[config.mk]
export PLATFORM = sky130hd
export DESIGN_NAME = exc_ctrl_multi_flat
export DESIGN_NICKNAME = d
export VERILOG_FILES = /design/src/rtl/exc_ctrl_multi_if.sv /design/src/rtl/exc_ctrl_multi.sv /design/src/flat_wrapper.sv
export SDC_FILE = /design/constraint.sdc
export NUM_CORES = 1
export LEC_CHECK = 0
export CAP_MARGIN = 0
export CORE_AREA = 4 4 157 159
export CTS_BUF_LIST = sky130_fd_sc_hd__clkbuf_4 sky130_fd_sc_hd__clkbuf_8 sky130_fd_sc_hd__clkbuf_16
export DETAILED_ROUTE_END_ITERATION = 10
export DIE_AREA = 0 0 161 163
export GPL_ROUTABILITY_DRIVEN = 0
export HOLD_SLACK_MARGIN = 0.03
export PLACE_DENSITY = 0.73
export SLEW_MARGIN = 10
export SYNTH_ARGS = -nofsm -noshare
export SYNTH_HDL_FRONTEND = slang
export SYNTH_SLANG_ARGS = --single-unit
[constraint.sdc]
create_clock -name clk -period 3.8 [get_ports clk]
set_input_delay 1.14 -clock clk [delete_from_list [all_inputs] [get_ports clk]]
set_output_delay 1.14 -clock clk [all_outputs]
set_load 0.02 [all_outputs]
[src/rtl/exc_ctrl_multi_if.sv]
// exc_ctrl_multi_if: core-side bundle of the multi-source exception controller.
interface exc_ctrl_multi_if #(
    parameter int N    = 64,
    parameter int NSRC = 4,
    parameter int ST_W = 4
);
    logic [NSRC-1:0] exc_req;
    logic [NSRC-1:0] exc_mask;
    logic [ST_W-1:0] estatus;
    logic            eret;
    logic [N-1:0]    next_pc;
    logic [N-1:0]    imem_addr;
    logic [N-1:0]    pc_branch_in;
    logic [1:0]      mrs_sel;
    logic            exc_take;
    logic [N-1:0]    exc_vector;
    logic [NSRC-1:0] exc_ack;
    logic            in_handler;
    logic [N-1:0]    pc_branch_out;
    logic [N-1:0]    mrs_data;
    logic            spurious_eret;

    modport master (
        output exc_req, exc_mask, estatus, eret, next_pc, imem_addr, pc_branch_in, mrs_sel,
        input  exc_take, exc_vector, exc_ack, in_handler, pc_branch_out, mrs_data, spurious_eret
    );
    modport slave (
        input  exc_req, exc_mask, estatus, eret, next_pc, imem_addr, pc_branch_in, mrs_sel,
        output exc_take, exc_vector, exc_ack, in_handler, pc_branch_out, mrs_data, spurious_eret
    );
endinterface

[src/rtl/exc_ctrl_multi.sv]
// exc_ctrl_multi: vectored multi-source exception controller with saved ERR/ELR/ESR,
// handler residency tracking and a saturating taken-exception counter.
module exc_ctrl_multi #(
    parameter int             N          = 64,
    parameter int             NSRC       = 4,
    parameter int             ST_W       = 4,
    parameter logic [N-1:0]   VEC_BASE   = 64'hD8,
    parameter logic [N-1:0]   VEC_STRIDE = 64'h20,
    parameter int             CNT_W      = 16
) (
    input  logic      clk,
    input  logic      reset,
    exc_ctrl_multi_if.slave bus
);
    localparam int IW = $clog2(NSRC);

    typedef enum logic {IDLE, HANDLER} state_t;

    state_t           state;
    logic [NSRC-1:0]  pending;
    logic [NSRC-1:0]  eligible;
    logic [NSRC-1:0]  ack;
    logic [IW-1:0]    idx;
    logic             take;
    logic [N-1:0]     err;
    logic [N-1:0]     elr;
    logic [ST_W+IW-1:0] esr;
    logic [CNT_W-1:0] cnt;
    logic             spurious;

    // descending scan so the lowest eligible index wins
    always_comb begin
        eligible = pending & ~bus.exc_mask;
        idx = '0;
        for (int i = NSRC - 1; i >= 0; i--)
            if (eligible[i]) idx = IW'(i);
        take = state == IDLE && |eligible && !bus.eret;
        ack = take ? NSRC'(1) << idx : '0;
    end

    always_ff @(posedge clk or negedge reset) begin
        if (!reset) begin
            state    <= IDLE;
            pending  <= '0;
            err      <= '0;
            elr      <= '0;
            esr      <= '0;
            cnt      <= '0;
            spurious <= 1'b0;
        end else begin
            pending <= bus.exc_req | (pending & ~ack);
            if (take) begin
                err   <= bus.next_pc;
                elr   <= bus.imem_addr;
                esr   <= {idx, bus.estatus};
                cnt   <= &cnt ? cnt : cnt + CNT_W'(1);
                state <= HANDLER;
            end
            if (bus.eret) begin
                if (state == IDLE) spurious <= 1'b1;
                else state <= IDLE;
            end
        end
    end

    assign bus.exc_take      = take;
    assign bus.exc_ack       = ack;
    assign bus.exc_vector    = |eligible ? VEC_BASE + N'(idx) * VEC_STRIDE : '0;
    assign bus.in_handler    = state == HANDLER;
    assign bus.pc_branch_out = bus.eret ? err : bus.pc_branch_in;
    assign bus.spurious_eret = spurious;
    assign bus.mrs_data      = bus.mrs_sel == 2'd0 ? err :
                               bus.mrs_sel == 2'd1 ? elr :
                               bus.mrs_sel == 2'd2 ? N'(esr) : N'(cnt);
endmodule

[src/flat_wrapper.sv]
// flat-port wrapper written by rule: the top's interface ports become plain ports
module exc_ctrl_multi_flat 
#(
    parameter int             N          = 64,
    parameter int             NSRC       = 4,
    parameter int             ST_W       = 4,
    parameter logic [N-1:0]   VEC_BASE   = 64'hD8,
    parameter logic [N-1:0]   VEC_STRIDE = 64'h20,
    parameter int             CNT_W      = 16
)
  (clk, reset, bus_exc_req, bus_exc_mask, bus_estatus, bus_eret, bus_next_pc, bus_imem_addr, bus_pc_branch_in, bus_mrs_sel, bus_exc_take, bus_exc_vector, bus_exc_ack, bus_in_handler, bus_pc_branch_out, bus_mrs_data, bus_spurious_eret);
  exc_ctrl_multi_if #(.N(N), .NSRC(NSRC), .ST_W(ST_W)) bus_i ();
  input  logic clk;
  input  logic reset;
  input wire logic [$bits(bus_i.exc_req)-1:0] bus_exc_req;
  input wire logic [$bits(bus_i.exc_mask)-1:0] bus_exc_mask;
  input wire logic [$bits(bus_i.estatus)-1:0] bus_estatus;
  input wire logic [$bits(bus_i.eret)-1:0] bus_eret;
  input wire logic [$bits(bus_i.next_pc)-1:0] bus_next_pc;
  input wire logic [$bits(bus_i.imem_addr)-1:0] bus_imem_addr;
  input wire logic [$bits(bus_i.pc_branch_in)-1:0] bus_pc_branch_in;
  input wire logic [$bits(bus_i.mrs_sel)-1:0] bus_mrs_sel;
  output wire logic [$bits(bus_i.exc_take)-1:0] bus_exc_take;
  output wire logic [$bits(bus_i.exc_vector)-1:0] bus_exc_vector;
  output wire logic [$bits(bus_i.exc_ack)-1:0] bus_exc_ack;
  output wire logic [$bits(bus_i.in_handler)-1:0] bus_in_handler;
  output wire logic [$bits(bus_i.pc_branch_out)-1:0] bus_pc_branch_out;
  output wire logic [$bits(bus_i.mrs_data)-1:0] bus_mrs_data;
  output wire logic [$bits(bus_i.spurious_eret)-1:0] bus_spurious_eret;
  assign bus_i.exc_req = bus_exc_req;
  assign bus_i.exc_mask = bus_exc_mask;
  assign bus_i.estatus = bus_estatus;
  assign bus_i.eret = bus_eret;
  assign bus_i.next_pc = bus_next_pc;
  assign bus_i.imem_addr = bus_imem_addr;
  assign bus_i.pc_branch_in = bus_pc_branch_in;
  assign bus_i.mrs_sel = bus_mrs_sel;
  assign bus_exc_take = bus_i.exc_take;
  assign bus_exc_vector = bus_i.exc_vector;
  assign bus_exc_ack = bus_i.exc_ack;
  assign bus_in_handler = bus_i.in_handler;
  assign bus_pc_branch_out = bus_i.pc_branch_out;
  assign bus_mrs_data = bus_i.mrs_data;
  assign bus_spurious_eret = bus_i.spurious_eret;
  exc_ctrl_multi #(.N(N), .NSRC(NSRC), .ST_W(ST_W), .VEC_BASE(VEC_BASE), .VEC_STRIDE(VEC_STRIDE), .CNT_W(CNT_W)) u_core (.clk(clk), .reset(reset), .bus(bus_i));
endmodule
==> results by group <==
Outcome
  • Status: complete, no violations

Final layout
  • Layout cell share with drive strength beyond 1: 0.177
  • Filler cells: roughly 2000
  • Area grow syn2layout: 52.1%
  • Commonest non-fill, non-tap cell in the layout: clkdlybuf4s50_1
  • NumNets Final: around 1200
  • Most frequent cells in the layout: clkdlybuf4s50_1 (334), dfrtp_1 (156), mux2_2 (100)

Pwr
  • Peak VDD IR: 0.282 mV
  • P per Cell Area: 430 mW/mm²
  • Power Total: 5.50 mW
  • Static Leak: 5.48 nW

Clock tree
  • CTS sink cnt: approximately 160
  • CTS Buf Count: 17
  • Root Driver: clkbuf_16
  • Max clock buf depth: 2
  • Latest clock arrival within the worst-skew pair: between 400 and 500 ps
  • Number of hold buffers added after cts: 0
  • H-tree levels: 4
  • Worst-path clk slew: 60 ps
  • Postcts setup bufs: 0
  • CTS tree: built

Timing
  • Final period util: 0.975
  • Slew HR: 0.537
  • Final Hold Viols: 0
  • Post-route worst hold slack: around 470 ps
  • Final Slew Violations: 0
  • Final worst path period need: 3710 ps
  • Max Clock Skew: 13.7 ps
  • Final Setup Violations: 0
  • Max Freq: between 200 and 300 MHz
  • Worst-margin pin slew: 689 ps
  • RSZ-0062 raised after global routing: false

Route
  • Per-cell routed wire length: around 18 µm
  • Number of vias in the routed layout: approximately 6400
  • DR vias/cell: approximately 4.7
  • Drt drc: 0
  • Post-DRT Antenna Nets: 0
  • Drt pass-1 iters: 4
  • WL final: 25000 µm
  • DR iter-0 viols: approximately 230

Global routing
  • Largest net degree at the start of global routing: 78
  • First-pass GRT wire length: 38400 µm
  • Initial antenna violation count: 1
  • Vias in the first global route: 6761
  • Total GRT Usage: 0.186
  • GRT Residual Overflow: 0

Floorplanning
  • Io pins: approximately 410
  • Width of the die: between 150 and 200 µm
  • Die area: 0.0262 mm²
  • Core Area: 0.0233 mm²
  • Initial Util: 0.361
  • Die H: 163 µm
  • Row cnt: 56

Hold path
  • Hold Path End: u_core.bus.spurious_eret
  • Beginning of the worst hold path: u_core.bus.spurious_eret
  • Worst min path class: reg -> reg
  • Hold-critical path depth: 1

Placement
  • DP HPWL: 19000 µm
  • # port buffers: around 350

Synthesis
  • Top FF cell, synth: dfrtp_1
  • Syn Area/Cell: 12.3 µm²
  • Seq/Total Area, Yosys: 0.465
  • Post-synth ARST share: 1.00
  • Flops & latches, synth: between 150 and 200
  • Mapped Cells: 681
  • Synth top area share: 0.465
  • Post-synthesis cell area: 0.00840 mm²
  • Top cell type by total area after synthesis: dfrtp_1
  • Warnings from Yosys: 0
  • Synth unique cells: 36
  • Number of synthesized flops with an enable pin: 0
  • Area contributors post-synth: dfrtp_1 (46%), mux2_2 (13%), mux2_1 (13%), mux2i_1 (6.9%), buf_4 (6.3%)

Worst setup path
  • CP Capture Type: output port
  • FF-to-FF End: u_core.cnt[1]
  • Critical path startpoint category: input port
  • Crit path DAT: around 2600 ps
  • Reg2Reg Setup Slack: 1420 ps
  • Reg2Reg Launch Point: u_core.cnt[0]
  • Crit-path cells: clkdlybuf4s50_1, nand2b_1, a21oi_1, nand4b_1, inv_1, dlygate4sd2_1
  • Crit-path max cell delay: approximately 440 ps
  • Setup Crit Path Kind: in -> out
  • Crit path max fanout: 3
  • Max stage delay cell, worst path: clkdlybuf4s50_1
  • Critical Path RT: roughly 2700 ps
  • R2R depth: 6

Job
  • Max_cap viols: 0
-- through the flow --
| step | cell area (µm²) | setup slack, ps | setup TNS (ps) | instances | util |
|---|---|---|---|---|---|
| after floorplan | 8610 | 156 | 0 | 738 | - |
| after global placement | 12200 | -175 | -590 | 1336 | 0.525 |
| after detailed placement | 12200 | -259 | -839 | 1336 | 0.525 |
| after CTS | 12800 | 47.9 | 0 | 1367 | 0.549 |
| after global routing | 12800 | 18.7 | 0 | 1368 | 0.549 |
| final | 12800 | 93.4 | 0 | 1368 | 0.549 |
-- repair_timing --
action                     CTS  global route
pin swaps                    0             0
gates resized for setup     10             3
setup endpoints to repair    8            10
-- power breakdown --
part / total, mW / switching [mW] / internal [mW]
clock network: 1.66 / 0.724 / 0.932
registers: 2.18 / 0.231 / 1.95
logic: 1.66 / 0.745 / 0.919
-- state kept, by name (all words and copies together), names as in the netlist --
signal and count:
u_core.esr 6, u_core.cnt 16, u_core.elr 64, u_core.bus.spurious_eret 1
u_core.pending 4, u_core.err 64, u_core.bus.in_handler 1
-- worst max-delay path, delay by kind of cell --
kind | cells | cell delay (ps)
compound gates | 1 | 230
buf+inv | 3 | 840
simple gates | 2 | 350
-- synth_stat cells, types with 2 or more instances --
cell and n:
mux2i_1 58, nand3_1 7, nor4_2 7, xor2_1 12, nand4_1 6, nor2b_1 2
a21oi_1 3, and2_1 2, nand2b_1 5, clkbuf_1 11, inv_1 7, nor3_1 7
nand2_1 17, o21bai_1 2, buf_1 9, a21o_1 2, dfrtp_1 156, and3_1 2
mux2_1 99, buf_4 70, buf_2 11, o21ai_0 14, nor2_1 55, mux2_2 100
mux4_2 6
-- cell families after synthesis --
| group | after synthesis | synth area share |
|---|---|---|
| multiplexers | 263 | 0.352 |
| flip-flops | 156 | 0.465 |
| AND/OR/NAND/NOR | 116 | 0.0702 |
| buffers and inverters | 109 | 0.0825 |
| AO/OA/AOI/OAI | 22 | 0.0149 |
| XOR/XNOR | 13 | 0.0136 |
| adder cells (fa/ha/maj) | 1 | 0.00149 |
| other | 1 | 0.000447 |
-- cell type report --
type / instances / area (µm²) / area share
clock inverter: 13 / 130 / 0.0102
tap: 319 / 399 / 0.0312
multi-input combinational: 473 / 4030 / 0.316
inverter: 7 / 26.3 / 0.00206
clock buffer: 18 / 439 / 0.0344
sequential: 156 / 3900 / 0.306
timing repair buffer: 381 / 3840 / 0.301
antenna: 1 / 2.50 / 0.000196
-- worst max-delay path by stage --
stage               slack [ps]  cells past startpoint       startpoint                end
finish                      90                      6  bus_exc_mask[2]     bus_exc_ack[3]
global route                20                      6  bus_exc_mask[2]     bus_exc_ack[3]
CTS                         50                      5  bus_exc_mask[1]  bus_exc_vector[6]
detailed placement        -260                      4  bus_exc_mask[2]     bus_exc_ack[2]
global placement          -170                      4  bus_exc_mask[1]     bus_exc_ack[2]
floorplan                  160                      4   bus_mrs_sel[0]   bus_mrs_data[10]
-- per-layer routing --
layer,global-route usage,up-vias,wire length [µm]
met2,0.329,276,12900
met5,0,-,0
met3,0.0524,24,1870
li1,-,2993,-
met1,0.220,3072,9860
met4,0.0613,0,437
No activity file was read; power rests on OpenSTA's default activity.
